File: src/rtl/icache_fill.sv
`default_nettype none
// ============================================================================
//  Module      : icache_fill
//  Description : Refill engine for a direct-mapped instruction cache.
//                On a fetch miss it requests one whole line from the memory
//                bus. It writes each returned word into the cache data array,
//                then commits the tag/valid entry. A flush request clears
//                every line's valid bit, one line per cycle.
//  Revision    : 1.0  initial release
// ----------------------------------------------------------------------------
//  Ports
//    clk, rst_n            clock / synchronous active-low reset
//    miss_valid/addr/ready miss handshake (byte PC of missing instruction)
//    flush                 one-cycle invalidate-all request
//    mem_req/addr/gnt      line read request to the memory bus
//    mem_rvalid/rdata      read beats, in ascending word order
//    wr_en/idx/data        cache data-array write port
//    tag_we/idx/val/vld    tag-array write port
//    fill_done             one-cycle pulse when a line is committed
//    busy                  engine not idle
// ============================================================================
module icache_fill #(
    parameter int DEPTH      = 128,
    parameter int LINE_WORDS = 4
) (
    input  logic                            clk,
    input  logic                            rst_n,
    input  logic                            miss_valid,
    input  logic [31:0]                     miss_addr,
    output logic                            miss_ready,
    input  logic                            flush,
    output logic                            mem_req,
    output logic [31:0]                     mem_addr,
    input  logic                            mem_gnt,
    input  logic                            mem_rvalid,
    input  logic [31:0]                     mem_rdata,
    output logic                            wr_en,
    output logic [$clog2(DEPTH)-1:0]        wr_idx,
    output logic [31:0]                     wr_data,
    output logic                            tag_we,
    output logic [$clog2(DEPTH)-$clog2(LINE_WORDS)-1:0] tag_idx,
    output logic [30-$clog2(DEPTH)-1:0]     tag_val,
    output logic                            tag_vld,
    output logic                            fill_done,
    output logic                            busy
);

    localparam int IW = $clog2(DEPTH);
    localparam int OW = $clog2(LINE_WORDS);
    localparam int LW = IW - OW;
    localparam int TW = 30 - IW;

    localparam logic [OW-1:0] c_last_beat = {OW{1'b1}};
    localparam logic [LW-1:0] c_last_line = {LW{1'b1}};

    typedef enum logic [2:0] {
        S_IDLE   = 3'd0,
        S_REQ    = 3'd1,
        S_RECV   = 3'd2,
        S_COMMIT = 3'd3,
        S_FLUSH  = 3'd4
    } state_t;

    state_t          r_state;
    logic [LW-1:0]   r_line;
    logic [TW-1:0]   r_tag;
    logic [31:0]     r_addr;
    logic [OW-1:0]   r_beat;
    logic [LW-1:0]   r_fcnt;
    logic            r_flush_pend;

    logic            w_accept;
    logic            w_unused;

    // Byte offset and in-line word offset of the PC are not needed: the
    // whole line is fetched starting from word 0.
    assign w_unused = ^miss_addr[OW+1:0];

    // A flush in the same cycle wins over a miss, so the miss is not
    // acknowledged in that cycle.
    assign miss_ready = (r_state == S_IDLE) && !flush;
    assign w_accept   = miss_valid && miss_ready;

    always_ff @(posedge clk) begin
        if (!rst_n) begin
            r_state      <= S_IDLE;
            r_line       <= '0;
            r_tag        <= '0;
            r_addr       <= '0;
            r_beat       <= '0;
            r_fcnt       <= '0;
            r_flush_pend <= 1'b0;
        end else begin
            case (r_state)
                S_IDLE: begin
                    if (flush) begin
                        r_fcnt  <= '0;
                        r_state <= S_FLUSH;
                    end else if (w_accept) begin
                        r_line  <= miss_addr[IW+1:OW+2];
                        r_tag   <= miss_addr[31:IW+2];
                        r_addr  <= {miss_addr[31:OW+2], {(OW+2){1'b0}}};
                        r_state <= S_REQ;
                    end
                end
                S_REQ: begin
                    if (flush) begin
                        r_flush_pend <= 1'b1;
                    end
                    if (mem_gnt) begin
                        r_beat  <= '0;
                        r_state <= S_RECV;
                    end
                end
                S_RECV: begin
                    if (flush) begin
                        r_flush_pend <= 1'b1;
                    end
                    if (mem_rvalid) begin
                        r_beat <= r_beat + 1'b1;
                        if (r_beat == c_last_beat) begin
                            r_state <= S_COMMIT;
                        end
                    end
                end
                S_COMMIT: begin
                    // A flush arriving in this very cycle still counts.
                    if (flush || r_flush_pend) begin
                        r_flush_pend <= 1'b0;
                        r_fcnt       <= '0;
                        r_state      <= S_FLUSH;
                    end else begin
                        r_state <= S_IDLE;
                    end
                end
                S_FLUSH: begin
                    // Further flush requests are absorbed by the running sweep.
                    r_fcnt <= r_fcnt + 1'b1;
                    if (r_fcnt == c_last_line) begin
                        r_state <= S_IDLE;
                    end
                end
                default: begin
                    r_state <= S_IDLE;
                end
            endcase
        end
    end

    // Memory request side
    assign mem_req  = (r_state == S_REQ);
    assign mem_addr = r_addr;

    // Data beats pass straight through to the array in the cycle they arrive.
    assign wr_en   = (r_state == S_RECV) && mem_rvalid;
    assign wr_idx  = {r_line, r_beat};
    assign wr_data = mem_rdata;

    // Tag port: commit writes a valid entry, sweep writes invalid ones.
    assign tag_we    = (r_state == S_COMMIT) || (r_state == S_FLUSH);
    assign tag_idx   = (r_state == S_FLUSH) ? r_fcnt : ((r_state == S_COMMIT) ? r_line : '0);
    assign tag_val   = (r_state == S_COMMIT) ? r_tag : '0;
    assign tag_vld   = (r_state == S_COMMIT);
    assign fill_done = (r_state == S_COMMIT);
    assign busy      = (r_state != S_IDLE);

endmodule
`default_nettype wire
File: config.mk
export PLATFORM = sky130hd
export DESIGN_NAME = icache_fill
export DESIGN_NICKNAME = d
export VERILOG_FILES = /design/src/rtl/icache_fill.sv
export SDC_FILE = /design/constraint.sdc
export NUM_CORES = 1
export LEC_CHECK = 0
export BUFFER_PORTS_ARGS = -buffer_cell sky130_fd_sc_hd__buf_4
export CORE_ASPECT_RATIO = 1.5
export CORE_MARGIN = 2
export CORE_UTILIZATION = 39
export DETAILED_ROUTE_END_ITERATION = 6
export GPL_TIMING_DRIVEN = 1
export MAX_ROUTING_LAYER = met4
export PLACE_DENSITY_LB_ADDON = 0.15
export SYNTH_ARGS = -nofsm -noshare
export SYNTH_HDL_FRONTEND = slang
export SYNTH_SLANG_ARGS = --single-unit
export TNS_END_PERCENT = 10
File: constraint.sdc
create_clock -name clk -period 1.95 [get_ports clk]
set_input_delay 0.39 -clock clk [delete_from_list [all_inputs] [get_ports clk]]
set_output_delay 0.39 -clock clk [all_outputs]
set_load 0.05 [all_outputs]
==> run summary <==
EDFF count, synth -> 0
Crit path max-delay cell type -> dfxtp_1
R2r endpoint -> r_state[0]
Final WS setup -> 0.117 ns
Yosys top cell area share -> 36.4%
Top Family by Delay on Critical Path -> buffers and inverters
First-pass GRT wire length -> 7.99 mm
Drt via density -> 4.77
Type of origin of the critical path -> register
Root Driver -> clkbuf_8
DP Area -> 2730 µm²
Drt first pass iters -> 5
Final period util -> 94.0%
Starting Density -> 39.9%
Setup Buffers After CTS -> 0
Worst r2r src -> r_fcnt[1]
Design area -> 2830 µm²
Worst path required time -> 1.56 ns
P per Cell Area -> 1040 nW/µm²
Cell Area, Synth -> 2140 µm²
Max Slew Vio Count -> 0
CP Max Fanout -> 9
Most frequent cells after synthesis -> nand2_1 (63), buf_4 (44), dfxtp_1 (39)
Most common cell in the netlist -> nand2_1
Vias in the first global route -> 1724
Worst-skew pair later-pin latency -> 0.29 ns
H-Tree Depth -> 2
Hpwl dp -> 3.83 mm
Total grt overflow -> 0
CTS tree -> done
Leak pwr -> 1.30 nW
Average routed wire per standard cell -> 12.7 µm
Final setup fails -> 0
Setup tns final -> 0 ns
Core outline area -> 5370 µm²
Initial drt markers -> 74
Share of layout cells above drive strength 1 -> 38.6%
Netlist cell types -> 40
Synth Instances -> 272
Overall Global Routing Usage -> 17.2%
Cells along the critical path -> buf_4, nor4_4, buf_4
I/O Buffers -> 103
Number of fillers in the final layout -> 563
Die H -> 94.8 µm
Max Cap Viol -> 0
Register-to-Register Path Depth -> 7
Worst Path Buf+Inv -> 2
Post-synth ARST share -> 0%
DRT Wirelength -> 5.20 mm
DR vias -> 1949
Critical path type -> register to output pin
WHS Path Cells -> 3
Worst Skew -> 0.00502 ns
Maximum vdd drop -> 0.000619 V
CP most frequent cell -> buf_4
Crit path DAT -> 1.44 ns
Initial antenna violation count -> 0
CTS Hold Bufs -> 0
Most area-consuming cells after synthesis -> dfxtp_1 (36%), buf_4 (15%), nand2_1 (11%)
Synth-to-layout area growth -> 32.3%
# diodes -> 0
Largest net degree at the start of global routing -> 37
Routed Antenna Nets -> 0
Synth Warn # -> 0
Clk buf depth -> 2
Period minus WS final -> 1.83 ns
Hold crit path type -> input pin to register
Critical Path End Type -> output pin
Ys flop type -> dfxtp_1
Hold endpoint -> r_tag[13]
Unrepaired setup endpoints after global routing -> false
Sequential-to-total area share from yosys stat -> 36.4%
Worst-path clk slew -> 0.08 ns
Full die area -> 6110 µm²
Dominant cell type by area after synthesis -> dfxtp_1
Die Wd -> 64.5 µm
R2R Setup Slk -> 0.25 ns
Cts bufs inserted -> 5
Mean post-synth cell area -> 7.88 µm²
Synthesized flop and latch total -> 39
Fin. Hold Viols -> 0
Delay of the slowest cell on the worst path -> 0.38 ns
Pre-CTS setup slack -> 0.251 ns
I/O pins -> 176
Clock tree sinks -> 39
Layout Nets -> 412
Hold path startpoint -> miss_addr[22]
Status -> completed
RD Place Congestion -> 0.756
Residual DRC -> 0
Peak Freq -> 545 MHz
Row count -> 33
-- placed cells by master (no fill, tap or decap), types with 3 or more instances in the layout --
cell type    n
a21oi_1     33
nand2_1     63
dfxtp_1     37
inv_1        4
conb_1       4
buf_4      111
a22o_1       5
clkbuf_8     6
and2_1      24
ha_1         3
nor2_1       8
-- worst reg2reg max path, delay by kind of cell, from the launching register on --
kind                       cells  cell delay (ns)
and+or+nand+nor                3             0.47
adders and majority gates      2             0.38
DFF                            1             0.35
AOI/OAI and AO/OA              1             0.21
buffers and inverters          1             0.17
-- kinds of logic (layout without fill, tap and decap cells) --
family | after synthesis | count (layout) | synth area share [%]
AOI/OAI and AO/OA | 50 | 50 | 14.5
muxes | 2 | 2 | 0.935
buffers and inverters | 62 | 126 | 19.6
DFF | 39 | 39 | 36.4
and+or+nand+nor | 114 | 114 | 26.2
adders and majority gates | 3 | 3 | 1.75
xor gates and xnor gates | 1 | 1 | 0.409
other | 1 | 4 | 0.175
-- how the worst max path moves through the flow --
| stage | startpoint | to | depth (start not counted) | slack [ns] |
|---|---|---|---|---|
| 6_report | r_state[2] | miss_ready | 3 | 0.12 |
| 5_1_grt | r_state[2] | miss_ready | 3 | 0.02 |
| 4_1_cts | r_state[0] | tag_idx[4] | 5 | 0.01 |
| 3_5_place_dp | r_fcnt[1] | r_state[0] | 7 | 0.25 |
| 3_3_place_gp | r_fcnt[1] | r_state[0] | 7 | 0.27 |
| 2_1_floorplan | r_state[1] | wr_en | 3 | -0.25 |
-- power breakdown --
| part | switching [mW] | internal (mW) | leakage, nW | total (mW) |
|---|---|---|---|---|
| combinational | 0.892 | 0.494 | 0.939 | 1.39 |
| sequential | 0.0945 | 0.903 | 0.318 | 0.998 |
| clock | 0.275 | 0.278 | 0.0470 | 0.552 |
-- final cells by class --
type                    count  area, µm²  share of cell area [%]
flip-flops and latches     39        783                    27.6
repair buffers            114        885                    31.2
clock inverters             1       5.00                   0.177
well taps                  70       87.6                    3.09
inverters                   5       18.8                   0.662
clock buffers               6       82.6                    2.91
multi-input cells         174        972                    34.3
-- registers in the layout, indices dropped and copies added (netlist names) --
| register | cells |
|---|---|
| mem_addr | 1 |
| r_beat | 2 |
| r_fcnt | 5 |
| r_flush_pend | 1 |
| r_line | 4 |
| r_state | 3 |
| r_tag | 23 |
-- timing repair --
item / CTS / global route
hold endpoints to repair: 0 / 0
endpoints found under the setup margin: 17 / 28
gates resized for setup: 1 / 5
-- per-stage QoR --
| stage | util [%] | power [mW] | hold WS [ns] | instances |
|---|---|---|---|---|
| detailed placement | 50.8 | 2.40 | 0.458 | 402 |
| global route | 52.8 | 3.10 | 0.331 | 409 |
| CTS | 52.5 | 2.96 | 0.333 | 409 |
| floorplan | - | 2.18 | 0.466 | 275 |
| finish | 52.8 | 2.94 | 0.344 | 409 |
| global placement | 50.8 | 2.39 | 0.453 | 402 |
-- per-layer routing --
metal,wire [µm],track usage [%]
met2,2650,29.1
met5,0,-
met1,2110,19.1
met3,305,3.34
met4,132,8.87
(Power assumes the default switching activity.)
